<file path="src/rtl/mole_spawn_scheduler_pkg.sv">
// Shared definitions for the mole spawn scheduler and its helpers.
//   - NUM_HOLES / index widths for the 16-hole board
//   - level encodings (LVL_NONE, LVL_1..LVL_3)
//   - scheduler FSM state encoding
//   - default period / occupancy-cap constants per level
//   - hole_onehot(): index to one-hot hole vector
package mole_spawn_scheduler_pkg;

    localparam int NUM_HOLES  = 16;
    localparam int HOLE_IDX_W = 4;
    localparam int CNT_W      = 5;   // wide enough for a popcount of 0..16

    localparam int DEF_PERIOD_L1 = 8;
    localparam int DEF_PERIOD_L2 = 6;
    localparam int DEF_PERIOD_L3 = 4;
    localparam int DEF_MAX_L1    = 2;
    localparam int DEF_MAX_L2    = 3;
    localparam int DEF_MAX_L3    = 4;

    typedef enum logic [1:0] {
        LVL_NONE = 2'd0,
        LVL_1    = 2'd1,
        LVL_2    = 2'd2,
        LVL_3    = 2'd3
    } level_e;

    typedef enum logic [1:0] {
        IDLE  = 2'd0,
        COUNT = 2'd1,
        PICK  = 2'd2,
        ISSUE = 2'd3
    } state_e;

    function automatic logic [NUM_HOLES-1:0] hole_onehot(input logic [HOLE_IDX_W-1:0] idx);
        logic [NUM_HOLES-1:0] vec;
        vec      = '0;
        vec[idx] = 1'b1;
        return vec;
    endfunction

endpackage

</file>
<file path="src/rtl/mole_spawn_scheduler_popcount16.sv">
// popcount16: combinational count of set bits in a 16-bit vector.
//   bits  in  16  vector to count
//   count out 5   number of ones (0..16)
// Built as a ripple accumulator; shared with the score logic.
module popcount16
    import mole_spawn_scheduler_pkg::*;
(
    input  logic [NUM_HOLES-1:0] bits,
    output logic [CNT_W-1:0]     count
);

    for (genvar gi = 0; gi < NUM_HOLES; gi++) begin : g_acc
        logic [CNT_W-1:0] sum;
        if (gi == 0) begin : g_first
            assign sum = {{(CNT_W-1){1'b0}}, bits[0]};
        end else begin : g_rest
            assign sum = g_acc[gi-1].sum + {{(CNT_W-1){1'b0}}, bits[gi]};
        end
    end

    assign count = g_acc[NUM_HOLES-1].sum;

endmodule

</file>
<file path="src/rtl/mole_spawn_scheduler.sv">
// mole_spawn_scheduler: on a level-dependent tick schedule, picks one free
// hole starting at a random index and issues a single-cycle spawn request,
// while keeping the number of occupied holes under a per-level cap.
//   clk          in   master clock
//   rst_n        in   asynchronous active-low reset
//   tick         in   one-clk animation-rate enable
//   run          in   game running and not paused
//   level        in   selected level, sampled on the rising edge of run
//   rand_word    in   LFSR word; [3:0] is the scan start index
//   hole_busy    in   per-hole "mole showing" status
//   spawn        out  one-hot, one-clk spawn request
//   active_cnt   out  registered popcount of occupied holes
//   spawn_total  out  spawns issued this run, saturating at 1023
module mole_spawn_scheduler
    import mole_spawn_scheduler_pkg::*;
#(
    parameter int PERIOD_L1 = DEF_PERIOD_L1,
    parameter int PERIOD_L2 = DEF_PERIOD_L2,
    parameter int PERIOD_L3 = DEF_PERIOD_L3,
    parameter int MAX_L1    = DEF_MAX_L1,
    parameter int MAX_L2    = DEF_MAX_L2,
    parameter int MAX_L3    = DEF_MAX_L3
)
(
    input  logic                 clk,
    input  logic                 rst_n,
    input  logic                 tick,
    input  logic                 run,
    input  logic [1:0]           level,
    input  logic [15:0]          rand_word,
    input  logic [NUM_HOLES-1:0] hole_busy,
    output logic [NUM_HOLES-1:0] spawn,
    output logic [CNT_W-1:0]     active_cnt,
    output logic [9:0]           spawn_total
);

    state_e                 state_reg, state_next;
    level_e                 level_q_reg;
    logic                   run_q_reg;
    logic [7:0]             tick_cnt_reg;
    logic [HOLE_IDX_W-1:0]  idx_reg;
    logic [HOLE_IDX_W-1:0]  chk_reg;
    logic [NUM_HOLES-1:0]   pending_reg;
    logic [NUM_HOLES-1:0]   spawn_reg;
    logic [CNT_W-1:0]       active_cnt_reg;
    logic [9:0]             spawn_total_reg;

    logic [NUM_HOLES-1:0]   occupied;
    logic [NUM_HOLES-1:0]   issue_mask;
    logic [CNT_W-1:0]       occ_cnt;
    logic [7:0]             period_sel;
    logic [CNT_W-1:0]       max_sel;
    logic                   run_rise;
    logic                   period_end;
    logic                   load_idx;
    logic                   step_idx;
    logic                   do_issue;
    logic                   unused_rand;

    assign unused_rand = ^rand_word[15:HOLE_IDX_W];

    // A hole counts as occupied from the cycle it is requested until the
    // moles block reports it busy, so it cannot be picked twice.
    assign occupied   = hole_busy | pending_reg;
    assign run_rise   = run & ~run_q_reg;
    assign period_end = tick && (tick_cnt_reg == period_sel - 8'd1);
    assign issue_mask = do_issue ? hole_onehot(idx_reg) : '0;

    popcount16 u_popcount (
        .bits  (occupied),
        .count (occ_cnt)
    );

    // LVL_NONE keeps max at 0, so the cap comparison never lets an attempt through.
    always_comb begin
        period_sel = 8'(PERIOD_L1);
        max_sel    = '0;
        case (level_q_reg)
            LVL_1: begin period_sel = 8'(PERIOD_L1); max_sel = CNT_W'(MAX_L1); end
            LVL_2: begin period_sel = 8'(PERIOD_L2); max_sel = CNT_W'(MAX_L2); end
            LVL_3: begin period_sel = 8'(PERIOD_L3); max_sel = CNT_W'(MAX_L3); end
            default: ;
        endcase
    end

    always_ff @(posedge clk or negedge rst_n) begin
        if (!rst_n) state_reg <= IDLE;
        else        state_reg <= state_next;
    end

    always_comb begin
        state_next = state_reg;
        load_idx   = 1'b0;
        step_idx   = 1'b0;
        do_issue   = 1'b0;
        if (!run) begin
            state_next = IDLE;
        end else begin
            case (state_reg)
                IDLE:  state_next = COUNT;
                COUNT: begin
                    if (period_end && (active_cnt_reg < max_sel)) begin
                        state_next = PICK;
                        load_idx   = 1'b1;
                    end
                end
                PICK: begin
                    if (!occupied[idx_reg]) begin
                        state_next = ISSUE;
                    end else if (chk_reg == 4'd15) begin
                        state_next = COUNT;     // full lap, nothing free
                    end else begin
                        step_idx = 1'b1;
                    end
                end
                ISSUE: begin
                    do_issue   = 1'b1;
                    state_next = COUNT;
                end
                default: state_next = IDLE;
            endcase
        end
    end

    always_ff @(posedge clk or negedge rst_n) begin
        if (!rst_n) begin
            run_q_reg       <= 1'b0;
            level_q_reg     <= LVL_NONE;
            tick_cnt_reg    <= '0;
            idx_reg         <= '0;
            chk_reg         <= '0;
            pending_reg     <= '0;
            spawn_reg       <= '0;
            active_cnt_reg  <= '0;
            spawn_total_reg <= '0;
        end else begin
            run_q_reg <= run;
            spawn_reg <= issue_mask;

            if (run_rise) begin
                level_q_reg     <= level_e'(level);
                tick_cnt_reg    <= '0;
                spawn_total_reg <= '0;
            end else if (state_reg != IDLE && tick) begin
                // Ticks keep counting while a pick/issue is in flight.
                tick_cnt_reg <= period_end ? 8'd0 : tick_cnt_reg + 8'd1;
            end

            if (load_idx) begin
                idx_reg <= rand_word[HOLE_IDX_W-1:0];
                chk_reg <= '0;
            end else if (step_idx) begin
                idx_reg <= idx_reg + 4'd1;
                chk_reg <= chk_reg + 4'd1;
            end

            if (!run || run_rise) pending_reg <= '0;
            else                  pending_reg <= (pending_reg & ~hole_busy) | issue_mask;

            // Counters freeze while stopped so the final figures stay on display.
            if (run) active_cnt_reg <= occ_cnt;

            if (do_issue && spawn_total_reg != 10'h3FF)
                spawn_total_reg <= spawn_total_reg + 10'd1;
        end
    end

    assign spawn       = spawn_reg;
    assign active_cnt  = active_cnt_reg;
    assign spawn_total = spawn_total_reg;

endmodule

</file>
<file path="config.mk">
export PLATFORM = sky130hd
export DESIGN_NAME = mole_spawn_scheduler
export DESIGN_NICKNAME = d
export VERILOG_FILES = /design/src/rtl/mole_spawn_scheduler_pkg.sv /design/src/rtl/mole_spawn_scheduler_popcount16.sv /design/src/rtl/mole_spawn_scheduler.sv
export SDC_FILE = /design/constraint.sdc
export NUM_CORES = 1
export LEC_CHECK = 0
export ABC_AREA = 1
export BUFFER_PORTS_ARGS = -buffer_cell sky130_fd_sc_hd__buf_4
export CELL_PAD_IN_SITES_DETAIL_PLACEMENT = 0
export CELL_PAD_IN_SITES_GLOBAL_PLACEMENT = 1
export CORE_UTILIZATION = 41
export CTS_CLUSTER_SIZE = 8
export DETAILED_ROUTE_END_ITERATION = 8
export GPL_TIMING_DRIVEN = 1
export PLACE_DENSITY = 0.91
export SYNTH_ARGS = -nofsm -noshare
export SYNTH_HDL_FRONTEND = slang
export SYNTH_SLANG_ARGS = --single-unit
</file>
<file path="constraint.sdc">
create_clock -name clk -period 4.8 [get_ports clk]
set_clock_uncertainty 0.15 [all_clocks]
set_input_delay 1.2 -clock clk [delete_from_list [all_inputs] [get_ports clk]]
set_output_delay 1.2 -clock clk [all_outputs]
set_load 0.02 [all_outputs]
</file>
==> impl_metrics.yaml, run 1 <==
outcome:
  status: "finished clean"
yosys:
  avgSynthCellArea_um2: 8.02
  synth_warnings: 0
  ys_seq_area_share_pct: 43.6
  ys_types: 33
  synth_cells: 486
  syn_area_um2: 3900
  syn_nets: 555
  ys_seq_elements: 68
pwr:
  peakVddDrop_uv: 179
  total_power_w: 0.00205
  pwr_density_cell_nw_per_um2: 431
  p_leak_nw: 2.54
finish:
  area.growth.synth_to_final_pct: 21.8
  num-nets-final: 624
  ff_latch_area_um2: 1700
  multiInputGateArea_um2: 1850
  fin_util_pct: 51.4
  nFillCells: 884
  diodes: 0
  layout-drive-gt1-share_pct: 18.8
timing:
  worst-slew-pin-transition_ns: 0.864
  relSlewSlack_pct: 42.4
  maxSlewViolCount: 0
  max_freq_mhz: 216
  setup_viol: 0
  final.period_utilization_pct: 96.4
  fin_tns_setup_ns: 0
  finalHoldViolations: 0
  rsz0062_at_grt: "false"
  finalCriticalPeriod_ns: 4.63
route:
  drt-wirelength-per-cell_um: 12.6
  viasPerCell: 4.75
  routed-via-count: 3275
  wirelength_mm: 8.71
  route.detailed.drc: 0
  drt_iter0_drc: 172
  postRouteAntennaNets: 0
  wl_met3_um: 373
  met1_length_mm: 4.04
  dr_wl_met2_mm: 4.20
  dr.pass1.iters: 4
  top_layer_used: "met4"
cts:
  numCtsBuffers: 9
  cts-htree-levels: 3
  ctsRootBufferMaster: "clkbuf_8"
  cts_tree: "done"
  cts.sinks: 68
  cts_buffer_depth: 2
  clock_latency_ns: 0.35
  path_clk_slew_ns: 0.07
critical_path:
  path_buf_inv: 5
  cp-start-kind: "input port"
  slowest_stage: "fa_1"
  crit_top_cell: "fa_1"
  cp_max_fo: 2
  path_class: "input port to flop"
  crit_required_ns: 4.88
  r2r_cells: 14
  crit_arrival_ns: 4.71
  reg2reg_from: "pending_reg[3]"
  critPathMaxStageDelay_ns: 0.54
  regToRegSetupSlack_ns: 0.76
  crit_family: "adder cells"
  r2r_end: "active_cnt[2]"
  crit_chain: "buf_4 > nor2_2 > inv_1 > fa_1 > fa_1 > fa_1 > inv_1 > fa_1 > inv_1 > fa_2 > inv_1 > fa_1 > nor2_1 > nor2_1 > a22o_1"
  cp-end-kind: "flop"
place:
  gp_congestion: 0.869
  dp_hpwl_mm: 6.51
  port_buffers: 56
floorplan:
  rows: 35
  fp.dieW_um: 99.5
  die_h_um: 99.5
  start_util_pct: 42.2
  core_area_um2: 9240
  design.portCount: 69
  die_area_um2: 9910
grt:
  grt_use_total_pct: 19.8
  grt_pass1_wl_mm: 15.3
  grt_pass1_vias: 3326
  gr-total-overflow: 0
  antenna_found_initial: 0
  grt_max_degree: 69
hold_path:
  hp-class: "flop to flop"
  worstHoldStart: "pending_reg[13]"
  min_to: "pending_reg[13]"
  hold_depth: 2
flow_run:
  maxCapViolCount: 0
-- cells in the final DEF (no fill, tap or decap), types with 2 or more instances in the layout --
cell	n
o21ai_0	12
clkinv_4	2
nand2_1	87
nand3_1	36
inv_2	12
nor2_2	3
inv_1	74
nand2_2	2
o21ai_1	13
fa_1	9
dfrtp_1	68
nand4_1	8
xor2_1	6
or2_0	2
ha_1	21
o22ai_1	2
buf_4	63
nand3_2	4
clkbuf_8	9
a21oi_1	25
nor3_1	4
bufinv_16	3
nor2_1	80
-- logic make-up (layout without fill, tap and decap cells) --
kind of cell	count (synthesis)	after routing	synth area share, %
AOI/OAI and AO/OA	57	57	7.76
xor gates and xnor gates	7	7	1.57
adders and majority gates	31	31	11.9
buffers and inverters	92	166	9.24
DFF	68	68	43.6
and+or+nand+nor	231	231	25.9
-- stage by stage --
stage / hold WS [ns] / cell area [um^2] / cells / setup WS, ns
2_1_floorplan: 0.321 / 3900 / 486 / 0.0167
3_3_place_gp: 0.349 / 4500 / 673 / -0.226
3_5_place_dp: 0.359 / 4500 / 673 / -0.246
4_1_cts: 0.376 / 4740 / 689 / 0.110
5_1_grt: 0.404 / 4750 / 689 / 0.00807
6_report: 0.374 / 4750 / 689 / 0.172
-- area by class of cell --
type                    count  share of cell area (%)
clock buffers              10                    2.69
clock inverters             6                    2.37
inverters                  87                    6.87
multi-input cells         326                    38.9
flip-flops and latches     68                    35.8
well taps                 129                    3.40
repair buffers             63                    9.96
-- Yosys cell counts (all sizes together) --
master / number / share of area (%)
a21oi: 25 / 3.2
nor2: 83 / 8.0
o21ai: 26 / 3.4
nand2: 90 / 9.0
buf: 4 / 0.77
o211ai: 1 / 0.19
ha: 21 / 6.7
xor2: 6 / 1.3
or2: 2 / 0.32
o31ai: 1 / 0.19
nand4: 9 / 1.6
inv: 86 / 8.3
o22ai: 2 / 0.32
nor3: 5 / 0.77
and2: 1 / 0.16
a22o: 1 / 0.22
xnor2: 1 / 0.22
clkinv: 1 / 0.096
a21o: 1 / 0.19
nand3: 41 / 6.1
clkbuf: 1 / 0.096
fa: 10 / 5.1
dfrtp: 68 / 44
-- how the worst max path moves through the flow --
stage / startpoint / end / depth (start not counted)
6_report: hole_busy[3] / active_cnt[2] / 15
2_1_floorplan: hole_busy[11] / active_cnt[1] / 12
3_5_place_dp: hole_busy[11] / active_cnt[1] / 13
3_3_place_gp: hole_busy[11] / active_cnt[1] / 13
4_1_cts: hole_busy[11] / active_cnt[1] / 13
5_1_grt: hole_busy[3] / active_cnt[2] / 15
-- worst register-to-register path, delay by kind of cell (launching register included) --
family,cells,cell delay [ns]
simple gates,3,0.33
fa+ha+maj,6,2.62
flops,1,0.40
buf+inv,4,0.27
compound gates,1,0.17
-- layer usage --
metal,vias up,track usage (%)
li1,1666,-
met2,69,33.0
met3,10,5.13
met1,1530,25.5
met5,-,0
met4,0,5.20
-- where the power goes --
part | internal (W) | switching [W] | leakage [nW] | total, W
combinational | 0.000292 | 0.000435 | 1.50 | 0.000726
clock | 0.000346 | 0.000220 | 0.120 | 0.000566
sequential | 0.000652 | 0.000104 | 0.924 | 0.000756
total | 0.00129 | 0.000759 | 2.54 | 0.00205
-- what timing repair did --
item | 4_1_cts | 5_1_grt
endpoints found under the setup margin | 0 | 4
setup buffers | 0 | 0
hold endpoints to repair | 0 | 0
resized for setup | 0 | 4
hold buffers | 0 | 0
No activity file was read; power rests on OpenSTA's default activity.
==> run 2: changes to the inputs <==
- BUFFER_PORTS_ARGS: -buffer_cell sky130_fd_sc_hd__buf_4 -> unset
- CORE_UTILIZATION: 41 -> 47
- DONT_BUFFER_PORTS: unset -> 1
- PLACE_DENSITY: 0.91 -> 0.92
==> run 2 against run 1 <==
Effect of this change: maximum frequency up 1.6%; cell area is 10% lower; global-route usage grew 1.2 points; sequential share of layout area is 4.1 points higher; count of clock-buffer cells in the layout rose by 1; hold slack worse by 0.0055 ns; register-to-register slack got worse by 0.05 ns; via count decreased by 6.4%; sequential power increased by 4.1%; total power fell by 4.3%; die area fell by 13%; critical path type unchanged; largest power group unchanged.
==> impl_metrics.yaml, run 2 (synthesized netlist as in run 1, its figures left out) <==
outcome:
  status: "finished clean"
critical_path:
  cp_max_fo: 2
  crit_arrival_ns: 4.68
  path_class: "input port to flop"
  regToRegSetupSlack_ns: 0.71
  crit_required_ns: 4.93
  r2r_end: "active_cnt[1]"
  cp-end-kind: "flop"
  r2r_cells: 12
  cp-start-kind: "input port"
  crit_start: "hole_busy[11]"
  reg2reg_from: "pending_reg[11]"
place:
  dp_slack_ns: -0.141
  port_buffers: 0
  gp_congestion: 0.825
  dp_hpwl_mm: 6.14
  placed_area_um2: 4040
finish:
  layout-drive-gt1-share_pct: 8.75
  layout_common_cells: "87 x nand2_1, 83 x nor2_1, 74 x inv_1"
  diodes: 0
  mostFrequentLayoutCell: "nand2_1"
  area.growth.synth_to_final_pct: 9.37
  fin_area_um2: 4270
  fin_util_pct: 54.1
  num-nets-final: 567
route:
  drt_iter0_drc: 132
  viasPerCell: 5.07
  routed-via-count: 3067
  dr.pass1.iters: 5
  wirelength_mm: 8.32
  postRouteAntennaNets: 0
  drt-wirelength-per-cell_um: 13.7
  route.detailed.drc: 0
timing:
  worst-slew-pin-transition_ns: 0.589
  relSlewSlack_pct: 60.6
  maxSlewViolCount: 0
  whs_ns: 0.368
  finalCriticalPeriod_ns: 4.55
  final.period_utilization_pct: 94.9
  fin_tns_setup_ns: 0
  setup_viol: 0
  rsz0062_at_grt: "false"
  max_freq_mhz: 220
  finalHoldViolations: 0
  setup_ws_ns: 0.246
cts:
  cts_tree: "done"
  cts.sinks: 68
  numCtsBuffers: 9
  cts_buffer_depth: 2
  ctsResizeCount: 0
  cts-htree-levels: 3
  clock_latency_ns: 0.35
  ctsRootBufferMaster: "clkbuf_8"
  path_clk_slew_ns: 0.07
  cts_setup_buffers: 0
  hold_buffers: 0
grt:
  grt_max_degree: 69
  gr-total-overflow: 0
  grt_use_total_pct: 21.0
  grt_pass1_vias: 3065
  antenna_found_initial: 0
  grt_pass1_wl_mm: 14.2
hold_path:
  worstHoldStart: "pending_reg[8]"
  min_to: "pending_reg[8]"
  hp-class: "flop to flop"
  hold_depth: 2
floorplan:
  die_area_um2: 8670
  die_h_um: 93.1
  start_util_pct: 49.4
  fp.dieW_um: 93.1
  core_area_um2: 7890
  rows: 32
  design.portCount: 69
pwr:
  peakVddDrop_uv: 193
  pwr_density_cell_nw_per_um2: 460
  p_leak_nw: 2.24
flow_run:
  maxCapViolCount: 0
[run 2: cell types whose count changed in the layout (fill, tap and decap cells not counted), sizes merged]
cell,previous run,this run
buf,63,6
bufinv,3,2
clkbuf,10,11
clkinv,4,3
clkinvlp,0,1
[run 2: cell type report]
cell class	count	area, um^2
multi-input combinational	326	1840
clock buffer	11	141
timing repair buffer	6	45.0
inverter	87	327
clock inverter	5	85.1
fill	747	3620
tap	102	128
sequential	68	1700
[run 2: per-layer routing]
metal | global-route usage (%) | wire length (um) | share of wire [%]
met1 | 26.4 | 3750 | 45
met2 | 34.8 | 3970 | 48
met3 | 5.37 | 498 | 6.0
met4 | 7.56 | 98 | 1.2
met5 | 0 | 0 | 0
[run 2: report_power, final]
group	internal [W]	switching, W
clock network	0.000309	0.000230
logic	0.000250	0.000385
registers	0.000652	0.000135
total	0.00121	0.000750
[run 2: critical path, cell delays in order]
cell and delay, ns:
nor2_1 0.14, inv_1 0.08, fa_1 0.50, fa_1 0.52, fa_1 0.54, inv_1 0.06
fa_1 0.54, inv_1 0.06, fa_1 0.43, inv_1 0.08, fa_1 0.41, o21ai_1 0.14
[run 2: metrics by stage]
| stage | power [W] | instances |
|---|---|---|
| after floorplan | 0.00129 | 486 |
| after global placement | 0.00141 | 589 |
| after detailed placement | 0.00143 | 589 |
| after CTS | 0.00197 | 605 |
| after global routing | 0.00211 | 605 |
| final | 0.00196 | 605 |
[run 2: worst max path at each step]
| stage | end | slack [ns] | depth (start not counted) |
|---|---|---|---|
| floorplan | active_cnt[1] | 0.02 | 12 |
| global placement | active_cnt[1] | -0.09 | 12 |
| detailed placement | active_cnt[1] | -0.14 | 12 |
| CTS | active_cnt[1] | 0.23 | 12 |
| global route | active_cnt[3] | 0.04 | 14 |
| finish | active_cnt[1] | 0.25 | 12 |
